--- config.mk ---
export PLATFORM = sky130hd
export DESIGN_NAME = midi_uart_rx_flat
export DESIGN_NICKNAME = d
export VERILOG_FILES = /design/src/rtl/midi_pkg.sv /design/src/rtl/midi_uart_rx_if.sv /design/src/rtl/midi_rx_sync.sv /design/src/rtl/midi_uart_rx.sv /design/src/flat_wrapper.sv
export SDC_FILE = /design/constraint.sdc
export NUM_CORES = 1
export LEC_CHECK = 0
export CAP_MARGIN = 20
export CORE_MARGIN = 3
export CORE_UTILIZATION = 50
export DETAILED_ROUTE_END_ITERATION = 7
export DONT_BUFFER_PORTS = 1
export PLACE_DENSITY_LB_ADDON = 0.1
export SLEW_MARGIN = 20
export SYNTH_ARGS = -nofsm -noshare
export SYNTH_HDL_FRONTEND = slang
export SYNTH_SLANG_ARGS = --single-unit
--- constraint.sdc ---
create_clock -name CLOCK_50 -period 3.7 [get_ports CLOCK_50]
set_input_delay 0.74 -clock CLOCK_50 [delete_from_list [all_inputs] [get_ports CLOCK_50]]
set_output_delay 0.74 -clock CLOCK_50 [all_outputs]
set_load 0.1 [all_outputs]
--- src/rtl/midi_pkg.sv ---
// Shared MIDI definitions: link rate, default system clock, receiver state
// encodings and the status nibbles that the message processor decodes.
package midi_pkg;

    localparam int MIDI_BAUD  = 31250;
    localparam int SYS_CLK_HZ = 50000000;

    typedef enum logic [2:0] {
        WAIT_IDLE = 3'd0,
        IDLE      = 3'd1,
        START     = 3'd2,
        DATA      = 3'd3,
        STOP      = 3'd4
    } rx_state_e;

    localparam logic [3:0] NOTE_OFF    = 4'h8;
    localparam logic [3:0] NOTE_ON     = 4'h9;
    localparam logic [3:0] CTRL_CHANGE = 4'hB;

endpackage

--- src/rtl/midi_uart_rx_if.sv ---
// Byte-level output of the MIDI receiver: one-cycle strobes plus the held
// byte value, consumed by the MIDI message processor.
interface midi_uart_rx_if;

    logic       isByteAvailable;
    logic [7:0] byteValue;
    logic       framingError;

    modport master (
        output isByteAvailable,
        output byteValue,
        output framingError
    );

    modport slave (
        input isByteAvailable,
        input byteValue,
        input framingError
    );

endinterface

--- src/rtl/midi_rx_sync.sv ---
// Two-flop synchroniser for the asynchronous MIDI line; resets to the
// idle level so a reset never looks like a start edge.
module midi_rx_sync #(
    parameter logic RESET_VAL = 1'b1
) (
    input  logic clk,
    input  logic rst_n,
    input  logic d,
    output logic q
);

    logic meta;

    always_ff @(posedge clk or negedge rst_n) begin
        if (!rst_n) begin
            meta <= RESET_VAL;
            q    <= RESET_VAL;
        end else begin
            meta <= d;
            q    <= meta;
        end
    end

endmodule

--- src/rtl/midi_uart_rx.sv ---
// MIDI serial receiver (8N1, LSB first) with mid-bit sampling, start-glitch
// rejection, framing-error pulse and break recovery.
//
// state     | meaning
// ----------+------------------------------------------------------------
// WAIT_IDLE | after reset or framing error; wait for the line to go high
// IDLE      | line high, waiting for a start edge
// START     | half-bit wait, then confirm start bit is still low
// DATA      | one bit period per data bit, sample at terminal count
// STOP      | one bit period, sample stop bit, emit byte or framing error
module midi_uart_rx
    import midi_pkg::*;
#(
    parameter int CLK_HZ = SYS_CLK_HZ,
    parameter int BAUD   = MIDI_BAUD
) (
    input  logic            CLOCK_50,
    input  logic            RESET_N,
    input  logic            MIDI_RX,
    midi_uart_rx_if.master  rx_bus
);

    localparam int CLKS_PER_BIT = CLK_HZ / BAUD;
    localparam int HALF_BIT     = CLKS_PER_BIT / 2;
    localparam int CW           = $clog2(CLKS_PER_BIT);

    localparam logic [CW-1:0] HALF_TC = CW'(HALF_BIT - 1);
    localparam logic [CW-1:0] BIT_TC  = CW'(CLKS_PER_BIT - 1);

    localparam logic [2:0] S_WAIT_IDLE = 3'(WAIT_IDLE);
    localparam logic [2:0] S_IDLE      = 3'(IDLE);
    localparam logic [2:0] S_START     = 3'(START);
    localparam logic [2:0] S_DATA      = 3'(DATA);
    localparam logic [2:0] S_STOP      = 3'(STOP);

    if (CLKS_PER_BIT < 4) begin : g_cpb_check
        $error("midi_uart_rx: CLKS_PER_BIT must be at least 4");
    end

    logic          rx_s;
    logic [2:0]    state;
    logic [CW-1:0] cnt;
    logic [2:0]    bit_idx;
    logic [7:0]    shift;
    logic [7:0]    byte_q;
    logic          avail_q;
    logic          ferr_q;

    midi_rx_sync #(
        .RESET_VAL (1'b1)
    ) u_sync (
        .clk   (CLOCK_50),
        .rst_n (RESET_N),
        .d     (MIDI_RX),
        .q     (rx_s)
    );

    // Every terminal count clears cnt, so it never wraps inside a state.
    always_ff @(posedge CLOCK_50 or negedge RESET_N) begin
        if (!RESET_N) begin
            state   <= S_WAIT_IDLE;
            cnt     <= '0;
            bit_idx <= '0;
            shift   <= '0;
            byte_q  <= '0;
            avail_q <= 1'b0;
            ferr_q  <= 1'b0;
        end else begin
            avail_q <= 1'b0;
            ferr_q  <= 1'b0;
            case (state)
                S_WAIT_IDLE: begin
                    if (rx_s) begin
                        state <= S_IDLE;
                    end
                end
                S_IDLE: begin
                    if (!rx_s) begin
                        cnt   <= '0;
                        state <= S_START;
                    end
                end
                S_START: begin
                    if (cnt == HALF_TC) begin
                        cnt <= '0;
                        if (!rx_s) begin
                            bit_idx <= '0;
                            state   <= S_DATA;
                        end else begin
                            state <= S_IDLE;
                        end
                    end else begin
                        cnt <= cnt + 1'b1;
                    end
                end
                S_DATA: begin
                    if (cnt == BIT_TC) begin
                        cnt   <= '0;
                        shift <= {rx_s, shift[7:1]};
                        if (bit_idx == 3'd7) begin
                            state <= S_STOP;
                        end else begin
                            bit_idx <= bit_idx + 3'd1;
                        end
                    end else begin
                        cnt <= cnt + 1'b1;
                    end
                end
                S_STOP: begin
                    if (cnt == BIT_TC) begin
                        cnt <= '0;
                        if (rx_s) begin
                            byte_q  <= shift;
                            avail_q <= 1'b1;
                            state   <= S_IDLE;
                        end else begin
                            // Low stop bit: likely a break, so wait for the line to recover.
                            ferr_q <= 1'b1;
                            state  <= S_WAIT_IDLE;
                        end
                    end else begin
                        cnt <= cnt + 1'b1;
                    end
                end
                default: begin
                    state <= S_WAIT_IDLE;
                end
            endcase
        end
    end

    assign rx_bus.isByteAvailable = avail_q;
    assign rx_bus.byteValue       = byte_q;
    assign rx_bus.framingError    = ferr_q;

endmodule

--- src/flat_wrapper.sv ---
// flat-port wrapper written by rule: the top's interface ports become plain ports
module midi_uart_rx_flat import midi_pkg::*;
#(
    parameter int CLK_HZ = SYS_CLK_HZ,
    parameter int BAUD   = MIDI_BAUD
)
  (CLOCK_50, RESET_N, MIDI_RX, rx_bus_isByteAvailable, rx_bus_byteValue, rx_bus_framingError);
  midi_uart_rx_if rx_bus_i ();
  input  logic CLOCK_50;
  input  logic RESET_N;
  input  logic MIDI_RX;
  output wire logic [$bits(rx_bus_i.isByteAvailable)-1:0] rx_bus_isByteAvailable;
  output wire logic [$bits(rx_bus_i.byteValue)-1:0] rx_bus_byteValue;
  output wire logic [$bits(rx_bus_i.framingError)-1:0] rx_bus_framingError;
  assign rx_bus_isByteAvailable = rx_bus_i.isByteAvailable;
  assign rx_bus_byteValue = rx_bus_i.byteValue;
  assign rx_bus_framingError = rx_bus_i.framingError;
  midi_uart_rx #(.CLK_HZ(CLK_HZ), .BAUD(BAUD)) u_core (.CLOCK_50(CLOCK_50), .RESET_N(RESET_N), .MIDI_RX(MIDI_RX), .rx_bus(rx_bus_i));
endmodule
Yosys cells after proc, flatten, opt, wreduce, memory -nomap -nowiden
Cells that the tools add are included.
{ "word_totals": {"wordCells": 59, "ff_bits": 37} }
{ "op_classes": {"addsub": 2, "muxes": 24, "n_reduce_logical": 9, "eq_ne": 15} }
{ "op_table": {"columns": ["cell", "n"], "rows": [
  ["$mux W11", 3],
  ["$pmux W11 S3", 1],
  ["$mux W3", 10],
  ["$pmux W3 S5", 1],
  ["$add A11 B1 Y11 const B", 1],
  ["$eq A11 B10 Y1 const B", 1],
  ["$eq A11 B11 Y1 const B", 1],
  ["$ne A2 B1 Y1 const B", 4],
  ["$ne A2 B2 Y1 const B", 4],
  ["$mux W1", 7],
  ["$eq A3 B2 Y1 const B", 2],
  ["$eq A3 B3 Y1 const B", 2],
  ["$pmux W3 S2", 1],
  ["$reduce_and A6 Y1", 1],
  ["$reduce_and A5 Y1", 1],
  ["$reduce_and A2 Y1", 2],
  ["$add A3 B1 Y3 const B", 1],
  ["$eq A3 B1 Y1 const B", 1],
  ["$logic_not A3 Y1", 1],
  ["$reduce_and A3 Y1", 1],
  ["$reduce_bool A3 Y1", 1],
  ["$mux W2", 1],
  ["$reduce_bool A2 Y1", 1],
  ["$reduce_or A2 Y1", 1]
]} }

Logic depth before layout (Yosys ltp)
{ "depth": {"ltp_word": 4, "depth_mapped": 7, "mapped_depth_nobuf": 6} }

By module
A second synthesis with hierarchy kept.
{ "hier_totals": {"hier_cells": 144, "area_unflattened_um2": 1692.9} }
{ "by_module_without_submodules": {"columns": ["mod", "seq_area_each_um2", "area_each_um2", "cells_per_inst", "instances"], "rows": [
  ["midi_uart_rx", 875.8, 1640.3, 142, 1],
  ["midi_rx_sync", 52.6, 52.6, 2, 1]
]} }

Worst setup path after synthesis
No wires, ideal clock.
{ "synth_timing": {"kind": "flip-flop to flip-flop", "startpoint": "reg u_core.cnt[0]", "endpoint": "reg u_core.cnt[5]", "path_slack_ps": 1839, "stages_incl_launch_ff": 8, "n_path_buf": 1, "synth_period_minus_slack_ps": 1861, "setup_ps": 90, "arrival_ps": 1770, "path_cell_list": "dfrtp_1 ha_1 nand4_1 o21ai_0 and3_1 buf_4 or4_1 o221ai_1"} }
{ "synth_via": {"elab_chain_cells": 3, "word_cells_on_any_way": 6, "cone_classes": "add/sub: 1; eq/ne: 2; mux: 3"} }
{ "synth_lines": {"columns": ["element", "line", "rtl"], "rows": [
  ["start, declared", "midi_uart_rx.sv:42", "logic [CW-1:0] cnt;"],
  ["start signal, assigned", "midi_uart_rx.sv:93", "cnt <= cnt + 1'b1;"],
  ["start signal, assigned", "midi_uart_rx.sv:106", "cnt <= cnt + 1'b1;"],
  ["start signal, assigned", "midi_uart_rx.sv:122", "cnt <= cnt + 1'b1;"],
  ["$add A11 B1 Y11 (tied with other cells)", "midi_uart_rx.sv:93, midi_uart_rx.sv:106, midi_uart_rx.sv:122", null],
  ["$mux W11, on equally long branches", "midi_uart_rx.sv:97, midi_uart_rx.sv:110, midi_uart_rx.sv:84", null],
  ["$pmux W11 S3 *", "midi_uart_rx.sv:71", "case (state)"]
]} }
Mark *: on every way between the ends. The rest lies on a longest branch, timed or not.
A chain may end at the register's enable or synchronous reset.

Worst setup path after layout
{ "layout_timing": {"startpoint": "reg u_core.cnt[6]", "endpoint": "reg u_core.cnt[9]"} }
The elaborated chain is that of the path after synthesis.

==> metrics.cfg <==
[outcome]
status = completed

[critical_path]
r2r-start = u_core.cnt[6]$_DFFE_PN0P_
cp-start-kind = flip-flop
cp_max_fo = 11
crit_end = u_core.cnt[9]$_DFFE_PN0P_
reg2reg_depth = 5
path_class = flip-flop to flip-flop
r2r-end = u_core.cnt[9]$_DFFE_PN0P_
worstPathArrival_ns = 2.46
crit_path_top_delay_cell = dfrtp_1
path_depth = 5
r2r_setup_slack_ns = 1.48
slowest_delay_ns = 0.47
crit_chain = or3b_4, o41ai_1, nand3_1, a22o_1, a21o_1
path_buf_inv = 0
crit_required_ns = 3.94
startpoint = u_core.cnt[6]$_DFFE_PN0P_
cp_top_family = simple AND/OR/NAND/NOR gates
endpoint_kind = flip-flop

[floorplan]
die_area_mm2 = 0.00432
fp.coreArea_mm2 = 0.00339
die_x_um = 65.7
die_h_um = 65.7
io_pins = 13
rows = 21
start_util = 0.526

[placement]
place_area_mm2 = 0.00181
gp_congestion = 0.791
port_buffers = 0
dpl.hpwl_mm = 2.14

[pwr]
p_leak_nw = 0.907
powerDensity_mw_per_mm2 = 494
power_w = 0.000932
vdd_ir_drop_max_mv = 0.392

[timing]
clock-skew-final_ns = 0.0117
slew_headroom = 0.396
fin_crit_sh = 0.600
fmax_mhz = 451
worst_pin_slew_ns = 0.905
rsz0062_at_grt = no
finalSetupViolCount = 0
whs_ns = 0.0636
min_period_ns = 2.22
drv_slew = 0
tns_ns = 0
hold_viol = 0

[logic_synthesis]
synthMostInstantiatedCell = dfrtp_1
synth_edf_count = 0
syn_nets = 160
synthCells = 154
synth_common_cells = dfrtp_1 (35), mux2_2 (17), nand2_1 (11)
ys_types = 41
synth_top_family_by_area = simple AND/OR/NAND/NOR gates
muxShareOfSynthArea = 0.107
yosys_warnings = 0
synth_top_area_frac = 0.492
yosys-top-cells-area = dfrtp_1 (49%), mux2_2 (11%), dfstp_2 (2.9%)
ys_seq_elements = 37
yosys.area.top_type = dfrtp_1
synth-xor-area-share = 0.0147
synthFlopType = dfrtp_1
yosysSeqAreaShare = 0.521
synthArstFlopShare = 1.00
synth_compound_gate_area_share = 0.126
synthAdderAreaFrac = 0.0211
synthSimpleGateAreaFrac = 0.179
synth_area_per_cell_um2 = 11.6
synth_area_mm2 = 0.00178

[clock_network]
htreeDepth = 2
cts_sinks = 37
clockBufferDepth = 2
hold_buffers = 0
clock_latency_ns = 0.35
cts-root-buf = clkbuf_4
cts_buffers = 5
cts_tree = yes
cts.reportedPaths.clkPinSlew_ns = 0.12
post-cts-setup-buffers = 0
cts_resized = 0

[global_route]
grt_max_degree = 38
grt_pass1_vias = 1188
grt_pass1_wl_mm = 5.44
grt_util_all_layers = 0.168
gr-total-overflow = 0
antenna_found_initial = 0

[routing]
first_iter_violations = 38
routedWlPerCell_um = 14.9
antenna_left = 0
post-route-drc-count = 0
vias = 1167
firstDrtPassIters = 4
postRouteWirelength_mm = 3.03
routed_via_density = 5.75

[cells_and_area]
area_delta_synth_final_pct = 5.90
antenna_cells = 0
finalInstanceArea_mm2 = 0.00189
drive_above_1_share = 0.217
layout.nets = 162
fillerInstances = 297

[min_path]
hp-class = primary input to async pin

[job]
cap_violations = 0

-- state kept, by name (all words and copies together), names as in the netlist --
name                           flops
u_core.state                       3
u_core.u_sync.meta                 1
u_core.shift                       8
u_core.u_sync.q                    1
u_core.rx_bus.byteValue            8
u_core.rx_bus.isByteAvailable      1
u_core.bit_idx                     3
u_core.cnt                        11
u_core.rx_bus.framingError         1
-- how the worst min path moves through the flow --
stage                                            start  cells after the start  slack, ns                                 endpoint
final                                          RESET_N                      0       0.06  u_core.rx_bus.isByteAvailable$_DFF_PN0_
after global routing                           RESET_N                      0       0.04   u_core.rx_bus.byteValue[4]$_DFFE_PN0P_
after CTS                                      RESET_N                      0       0.05   u_core.rx_bus.byteValue[1]$_DFFE_PN0P_
after detailed placement  u_core.u_sync.meta$_DFF_PN1_                      0       0.35                u_core.u_sync.q$_DFF_PN1_
after global placement    u_core.u_sync.meta$_DFF_PN1_                      0       0.35                u_core.u_sync.q$_DFF_PN1_
after floorplan           u_core.u_sync.meta$_DFF_PN1_                      0       0.35                u_core.u_sync.q$_DFF_PN1_
-- worst register-to-register path, stage by stage (launching register included) --
cell and delay [ns]:
dfrtp_1 0.47, or3b_4 0.47, o41ai_1 0.31, nand3_1 0.40, a22o_1 0.32, a21o_1 0.17
-- cell families after synthesis --
| logic type | count (synthesis) |
|---|---|
| adder cells (fa/ha/maj) | 3 |
| AND/OR/NAND/NOR | 49 |
| buffers and inverters | 11 |
| multiplexers | 17 |
| XOR/XNOR | 3 |
| AO/OA/AOI/OAI | 34 |
| flip-flops | 37 |
-- cell usage in the layout, fill, tap and decap left out, types with 4 or more instances in the layout --
master	count
nand3_1	6
dfrtp_1	35
clkbuf_4	5
mux2_2	17
a31oi_1	4
o21ai_0	9
a21oi_1	6
nand2_1	11
nor2_1	7
nor3_1	4
inv_1	6
-- area by class of cell --
class,instances,area [um2],share of cell area
clock inverters,2,38.8,0.0206
flip-flops and latches,37,928,0.492
inverters,6,22.5,0.0119
clock buffers,6,41.3,0.0219
well taps,46,57.6,0.0305
multi-input cells,106,798,0.423
-- report_power, final --
| part | internal (W) | switching, W | leakage (nW) |
|---|---|---|---|
| logic | 0.0000724 | 0.0000688 | 0.374 |
| registers | 0.000446 | 0.0000660 | 0.490 |
| clock network | 0.000144 | 0.000134 | 0.0424 |
-- layer usage --
layer	wire length, um	global-route usage	vias to the layer above
met5	0	0	-
met2	1450	0.255	23
met3	122	0.0547	7
li1	-	-	568
met1	1400	0.218	569
met4	53	0.0725	0
-- metrics by stage --
step	cells	util	worst slack, ns
after floorplan	154	-	1.84
after global routing	203	0.557	1.35
after detailed placement	195	0.533	1.52
after global placement	195	0.533	1.61
final	203	0.557	1.48
after CTS	203	0.557	1.50
No activity file was read; power rests on OpenSTA's default activity.
